### src/rtl/debug_probe_mux.sv
// Registered debug probe selector: manual switch select or timed auto-scan.
// Optional DEBUG_PROBE_CHG_EN adds a same-channel value-change pulse on chg.
module debug_probe_mux #(
    parameter int          WIDTH    = 32,
    parameter int          NCH      = 8,
    parameter int          SELW     = 3,
    parameter int          SCAN_DIV = 50000000,
    parameter logic [31:0] ERR_VAL  = 32'hDEADDEAD
) (
    input  logic                 clk,
    input  logic                 rst_n,
    input  logic [NCH*WIDTH-1:0] ch_data,
    input  logic [SELW-1:0]      sel,
    input  logic                 mode_auto,
    input  logic                 step,
    input  logic                 freeze,
    output logic [WIDTH-1:0]     vdata,
    output logic [NCH-1:0]       sel_led,
    output logic [SELW-1:0]      cur_ch,
    output logic                 sel_err
`ifdef DEBUG_PROBE_CHG_EN
    ,
    output logic                 chg
`endif
);

    localparam int TW = $clog2(SCAN_DIV);

    logic [TW-1:0]    timer;
    logic [TW-1:0]    timer_n;
    logic             step_q;
    logic             step_rise;
    logic             adv;
    logic [SELW-1:0]  cur_n;
    logic [WIDTH-1:0] vdata_n;
    logic [NCH-1:0]   led_n;
    logic             err_n;

    function automatic logic [WIDTH-1:0] pick(
        input logic [NCH*WIDTH-1:0] d,
        input logic [SELW-1:0]      i
    );
        logic [WIDTH-1:0] r;
        r = '0;
        for (int k = 0; k < NCH; k++) begin
            if (int'(i) == k) r = d[k*WIDTH +: WIDTH];
        end
        return r;
    endfunction

    assign step_rise = step & ~step_q;
    assign adv = (int'(timer) == SCAN_DIV - 1) || step_rise;

    always_comb begin
        cur_n   = cur_ch;
        timer_n = timer;
        vdata_n = vdata;
        led_n   = sel_led;
        err_n   = sel_err;
        if (!freeze) begin
            if (!mode_auto) begin
                timer_n = '0;
                cur_n   = sel;
                if (int'(sel) < NCH) begin
                    vdata_n = pick(ch_data, sel);
                    led_n   = NCH'(1) << sel;
                    err_n   = 1'b0;
                end else begin
                    vdata_n = WIDTH'(ERR_VAL);
                    led_n   = '1;
                    err_n   = 1'b1;
                end
            end else begin
                // An out-of-range manual channel restarts the scan at 0.
                if (int'(cur_ch) >= NCH) begin
                    cur_n = '0;
                end else if (adv) begin
                    if (int'(cur_ch) == NCH - 1) cur_n = '0;
                    else cur_n = cur_ch + 1'b1;
                end
                timer_n = adv ? '0 : timer + 1'b1;
                vdata_n = pick(ch_data, cur_n);
                led_n   = NCH'(1) << cur_n;
                err_n   = 1'b0;
            end
        end
    end

    always_ff @(posedge clk) begin
        if (!rst_n) begin
            vdata   <= '0;
            sel_led <= '0;
            cur_ch  <= '0;
            sel_err <= 1'b0;
            timer   <= '0;
            step_q  <= 1'b0;
        end else begin
            vdata   <= vdata_n;
            sel_led <= led_n;
            cur_ch  <= cur_n;
            sel_err <= err_n;
            timer   <= timer_n;
            step_q  <= step;
        end
    end

`ifdef DEBUG_PROBE_CHG_EN
    // primed masks the first compare after reset release.
    logic primed;

    always_ff @(posedge clk) begin
        if (!rst_n) begin
            chg    <= 1'b0;
            primed <= 1'b0;
        end else begin
            primed <= 1'b1;
            chg    <= primed & ~freeze & (vdata_n != vdata) & (cur_n == cur_ch);
        end
    end
`endif

endmodule

### config.mk
export PLATFORM = sky130hd
export DESIGN_NAME = debug_probe_mux
export DESIGN_NICKNAME = d
export VERILOG_FILES = /design/src/rtl/debug_probe_mux.sv
export SDC_FILE = /design/constraint.sdc
export NUM_CORES = 1
export LEC_CHECK = 0
export CAP_MARGIN = 20
export CORE_MARGIN = 5
export CORE_UTILIZATION = 45
export DETAILED_ROUTE_END_ITERATION = 16
export HOLD_SLACK_MARGIN = 0.03
export PLACE_DENSITY = 0.83
export SYNTH_ARGS = -nofsm -noshare
export SYNTH_HDL_FRONTEND = slang
export SYNTH_SLANG_ARGS = --single-unit
export TNS_END_PERCENT = 20
### constraint.sdc
create_clock -name clk -period 3.11 [get_ports clk]
set_clock_uncertainty 0.15 [all_clocks]
set_input_delay 0.622 -clock clk [delete_from_list [all_inputs] [get_ports clk]]
set_output_delay 0.622 -clock clk [all_outputs]
set_load 0.05 [all_outputs]
**Word level (Yosys, flattened, before mapping)**

Index checks and enable logic that the tools add are counted.

- Shift-type cells: 2
- Order comparisons: 0
- $add $sub $neg: 2
- Equal/unequal tests: 16
- Reduce and logical (&&, ||, !) cells: 3
- Div/mod/pow operators: 0
- Bitwise operators: 2
- $mul: 0
- Multiplexer cells: 25

Operators with widths:

| operator | number |
|---|---|
| 32-bit 2-to-1 mux | 17 |
| 26-bit 2-to-1 mux | 2 |
| 26-bit by 1-bit adder with 26-bit output (second input constant) | 1 |
| 26-bit == test (second input constant) | 1 |
| 3-bit == test (second input constant) | 8 |
| 1-bit by 3-bit << shifter with 8-bit output (first input constant) | 2 |
| 3-bit 2-to-1 mux | 5 |
| 3-bit by 2-bit == test with 1-bit output (second input constant) | 4 |
| 3-bit by 1-bit == test with 1-bit output (second input constant) | 3 |
| 8-bit 2-to-1 mux | 1 |
| 3-bit logical NOT | 2 |
| 3-bit by 1-bit adder with 3-bit output (second input constant) | 1 |
| 1-bit bitwise AND | 1 |
| 1-bit logical OR | 1 |
| 1-bit NOT | 1 |

- Register bits after elaboration: 70
- RAM bits: 0
- Input bits: 264
- Memory bits (read-only): 0
- Output and inout port bits: 44
- Bits in latches: 0
- Memories: 0
- Logic and storage cells: 55

**Logic depth before layout (Yosys ltp)**

- Depth in word-level cells: 16
- Depth in mapped cells: 12

**Least setup slack after synthesis**

No wires, ideal clock.

- Path kind: register to register
- Start point: register cur_ch[0]
- End point: register vdata[31]
- Setup time: 0.117 ns
- Stages on the path, launching flop included: 12
- Slack: 0.291 ns
- Arrival time: 2.552 ns
- Cell sequence: dfxtp_1 > ha_1 > ha_1 > or2_2 > o221ai_1 > or2_1 > clkbuf_1 > buf_2 > buf_2 > a221oi_1 > o21ai_0 > a32o_1

- Longest elaborated chain between the ends: 15
- Elaborated cells on any way between the ends: 23
- Classes of those cells: 1 x add/sub; 8 x eq/ne; 13 x mux; 1 x reduce/logical

Ends and longest elaborated chain:

| what | line | RTL |
|---|---|---|
| start: declaration | 19 | `output logic [SELW-1:0] cur_ch,` |
| start signal: assignment | 100 | `cur_ch <= cur_n;` |
| 3-bit by 1-bit adder with 3-bit output / 3-bit by 1-bit == test with 1-bit output (equally long branches) | 79, 78 |  |
| 3-bit 2-to-1 mux | 78 | `if (int'(cur_ch) == NCH - 1) cur_n = '0;` |
| 3-bit 2-to-1 mux * | 77 | `end else if (adv) begin` |
| 3-bit 2-to-1 mux * | 61 | `if (!mode_auto) begin` |
| 3-bit 2-to-1 mux * | 60 | `if (!freeze) begin` |
| 3-bit logical NOT | 46 | `if (int'(i) == k) r = d[k*WIDTH +: WIDTH];` |
| 32-bit 2-to-1 mux (7 in a row) | 46 |  |
| 32-bit 2-to-1 mux * | 46 |  |
| 32-bit 2-to-1 mux * | 61 |  |
| end signal: assignment | 98 | `vdata <= vdata_n;` |
| end: declaration | 17 | `output logic [WIDTH-1:0] vdata,` |

Mark *: on every way between the ends. The rest lies on a longest branch, timed or not. The select of a mux whose other input is x is not followed.
A chain may end at the register's enable or synchronous reset.

**Worst setup path in the final report**

- Start point: input step
- End point: register vdata[17]

- Longest elaborated chain between the ends: 15
- Elaborated cells on any way between the ends: 22
- Classes of those cells: 7 x eq/ne; 12 x mux; 1 x bitwise; 2 x reduce/logical

Ends and longest elaborated chain:

| what | line | RTL |
|---|---|---|
| start: declaration | 15 | `input logic step,` |
| 1-bit bitwise AND * | 51 | `assign step_rise = step & ~step_q;` |
| 1-bit logical OR * | 52 | `assign adv = (int'(timer) == SCAN_DIV - 1) \|\| step_rise;` |
| 3-bit 2-to-1 mux * | 77 |  |
| 3-bit 2-to-1 mux * | 61 |  |
| 3-bit 2-to-1 mux * | 60 |  |
| 3-bit logical NOT | 46 |  |
| 32-bit 2-to-1 mux (7 in a row) | 46 |  |
| 32-bit 2-to-1 mux * | 46 |  |
| 32-bit 2-to-1 mux * | 61 |  |

Marked as above.

==> results.md <==
- Status: finished, final reports clean
- Dominant synthesized flop cell: dfxtp_1
- R2r worst-path depth: 10
- Cell Rows: between 40 and 50
- Reg clk slew, reported paths: ~0.060 ns
- WL/cell: 22.4 microns
- Final Hold Vio Count: 0
- Slew Viols, Final: 0
- Total die area: 20000 sq um
- Initial antenna violation count: 3
- DRC errors left: 0
- Hold Crit Class: reg2reg
- Nets@finish: ~1600
- Routed wire length: 34800 microns
- Placer Congestion: 0.947
- Reg power frac: 25.0%
- Post-layout instance count excluding filler cells: 1552
- Sequential element share of the synthesized area: 18.1%
- Starting Density: between 40% and 50%
- Clk sinks: 70
- Synthesized net count: 1318
- Hold Crit Depth: 2
- Port bufs: 306
- Seq cells post-synth: 70
- Routed Antenna Nets: 0
- Mean Syn Cell Area: 7.38 sq um
- Area delta synth->final: 49.5%
- Post-layout minimum cycle time: 2.89 ns
- I/O pin count: 308
- Pwr per Cell Area: 341 nW/um^2
- Internal: about 2500 uW
- CP startpoint kind: primary input
- Synth unique cells: 70
- Fillers: 1415
- Global-route total usage across every layer: 33.0%
- Syn. warnings: 0
- Critical path class: in2reg
- Die X: 141 microns
- Cts bufs inserted: 9
- Cell taking the most area after synthesis: dfxtp_1
- DR iter-0 viols: 1448
- Fmax achieved: 346 MHz
- Total Power: 3960 uW
- Htree depth: 3
- Cts hold-fix bufs: 0
- CTS resizes: 0
- Vias in the first global route: 9742
- Core area: ~17000 sq um
- Total grt overflow: 0
- Vias: about 10000
- Synth Cell Area: 7760 sq um
- Dpl cells: approximately 1500
- Unrepaired setup endpoints after global routing: no
- Post-DR vias/cell: 6.55
- Lkg Pwr: 0.00413 uW
- Drt pass-1 iters: 6
- Setup TNS: 0 ns
- Yosys top cell area share: a little under a fifth
- HPWL Detailed: 25300 microns
- First-pass GRT wire length: 53000 microns
- Crit path DAT: around 3.0 ns
- Comb pwr share: between 40% and 50%
- Post-Syn Instances: 1051
- Post-synth EDFFs: 0
- Final setup vio count: 0
- Max-cap viol count: 0
- Worst-margin pin slew: 0.797 ns
- Crit-path max FO: 48
- Sw Share: 38.0%
- Max VDD drop: approximately 0.27 mV
- Die height: 141 microns
- CTS max path bufs: 2
- CTS tree: yes
- Root Driver: clkbuf_16
- Slew HR: 46.9%
- Kind of end point of the critical path: flip-flop
- Tcrit/Tclk final: 93.0%
- Clk Latency, worst-skew pair: between 0.3 and 0.4 ns
- Asr flop ratio synth: 0%
- Worst hold slack: just over 0.3 ns
- Worst Path Required: 3.20 ns
- Top cells by area, synth: dfxtp_1 18%, mux4_2 8.1%, o21ai_0 6.4%
- Sw power: 1500 uW
- Layout cells sized above 1: 11.2%
- Clock power share: 28.7%
- Post-CTS Setup Bufs: 0
- Largest net degree at the start of global routing: 49
## cells in the mapped netlist (5+ instances only)
library cell  count
a22o_1            7
o311ai_1         26
a21oi_1          48
o22ai_1          28
o22a_1           26
buf_2            18
xor2_1           11
o21ai_0          99
xnor2_1           8
nand3_1          10
mux2i_1          13
o21a_1           27
o221ai_2         19
nand2_1          92
nor2b_1           8
and2_1           16
inv_1            88
a221oi_1          5
nand2b_1          6
clkbuf_1         76
nor3_1           61
a211o_1           5
dfxtp_1          70
and3_1            8
mux4_2           28
o211ai_1         58
nor2_1           72
o221ai_1         38
## metrics by stage
step	setup slack, ns	cell area, sq um	utilization (%)
after floorplan	0.291	7760	-
after global placement	0.115	11300	65.9
after detailed placement	-0.0949	11300	65.9
after CTS	0.285	11600	67.7
after global routing	0.0754	11600	67.8
final	0.217	11600	67.8
## worst paths after layout
check	startpoint	endpoint	slack, ns
max	step	vdata[17]	0.22
min	vdata[18]	vdata[18]	0.31
max reg2reg	timer[0]	vdata[17]	0.26
min reg2reg	vdata[18]	vdata[18]	0.31
## cell usage in the layout, fill, tap and decap left out, types with 9 or more instances in the layout
| cell type | n |
|---|---|
| buf_12 | 15 |
| nor3_1 | 61 |
| nand3_1 | 10 |
| inv_1 | 88 |
| o221ai_1 | 37 |
| xor2_1 | 11 |
| and2_1 | 16 |
| o21a_1 | 27 |
| a21oi_1 | 48 |
| o221ai_2 | 19 |
| clkbuf_16 | 9 |
| o22a_1 | 26 |
| o311ai_1 | 26 |
| mux2i_1 | 12 |
| buf_4 | 42 |
| o21ai_0 | 99 |
| o211ai_1 | 58 |
| clkdlybuf4s50_1 | 303 |
| nor2_1 | 71 |
| nand2_1 | 92 |
| mux4_2 | 28 |
| o22ai_1 | 28 |
| dfxtp_1 | 70 |
## worst max-delay path, cell delays in order
cell and delay [ns]:
clkdlybuf4s50_1 0.53, nand2b_1 0.14, buf_4 0.18, o221ai_4 0.27, buf_4 0.49, o21ai_0 0.16
o211ai_1 0.12, a21oi_1 0.10, o311ai_1 0.34
## sequential cells by signal, indices dropped and copies added (netlist names)
signal   cells
timer       26
step_q       1
sel_led      8
vdata       32
cur_ch       3
## layout make-up
cell class	instances	area [sq um]	share of cell area, %
flip-flops and latches	70	1400	12.1
clock buffers	11	253	2.18
diodes	3	7.51	0.0647
well taps	225	282	2.43
clock inverters	5	63.8	0.550
multi-input cells	788	5600	48.3
inverters	88	330	2.85
repair buffers	362	3660	31.5
## cell families after synthesis
kind of cell	share of synthesized area [%]
AOI/OAI and AO/OA	39.7
xor gates and xnor gates	2.14
adders and majority gates	0.484
buffers and inverters	10.4
DFF	18.1
muxes	10.6
other	0.0483
and+or+nand+nor	18.5
## metal layers
| layer | global-route usage [%] | wire [microns] |
|---|---|---|
| met1 | 42.4 | 12800 |
| met2 | 52.0 | 16100 |
| met3 | 7.52 | 4080 |
| met4 | 16.6 | 1850 |
| met5 | 0 | 0 |
## power by group through the flow
stage / Clock (uW) / Sequential (uW) / Combinational (uW)
2_1_floorplan: 0 / 1190 / 799
3_3_place_gp: 0 / 1010 / 1770
3_5_place_dp: 0 / 1000 / 1800
4_1_cts: 1140 / 986 / 1800
5_1_grt: 1190 / 992 / 1930
6_report: 1140 / 987 / 1830
Power figures use the tool's default switching activity.
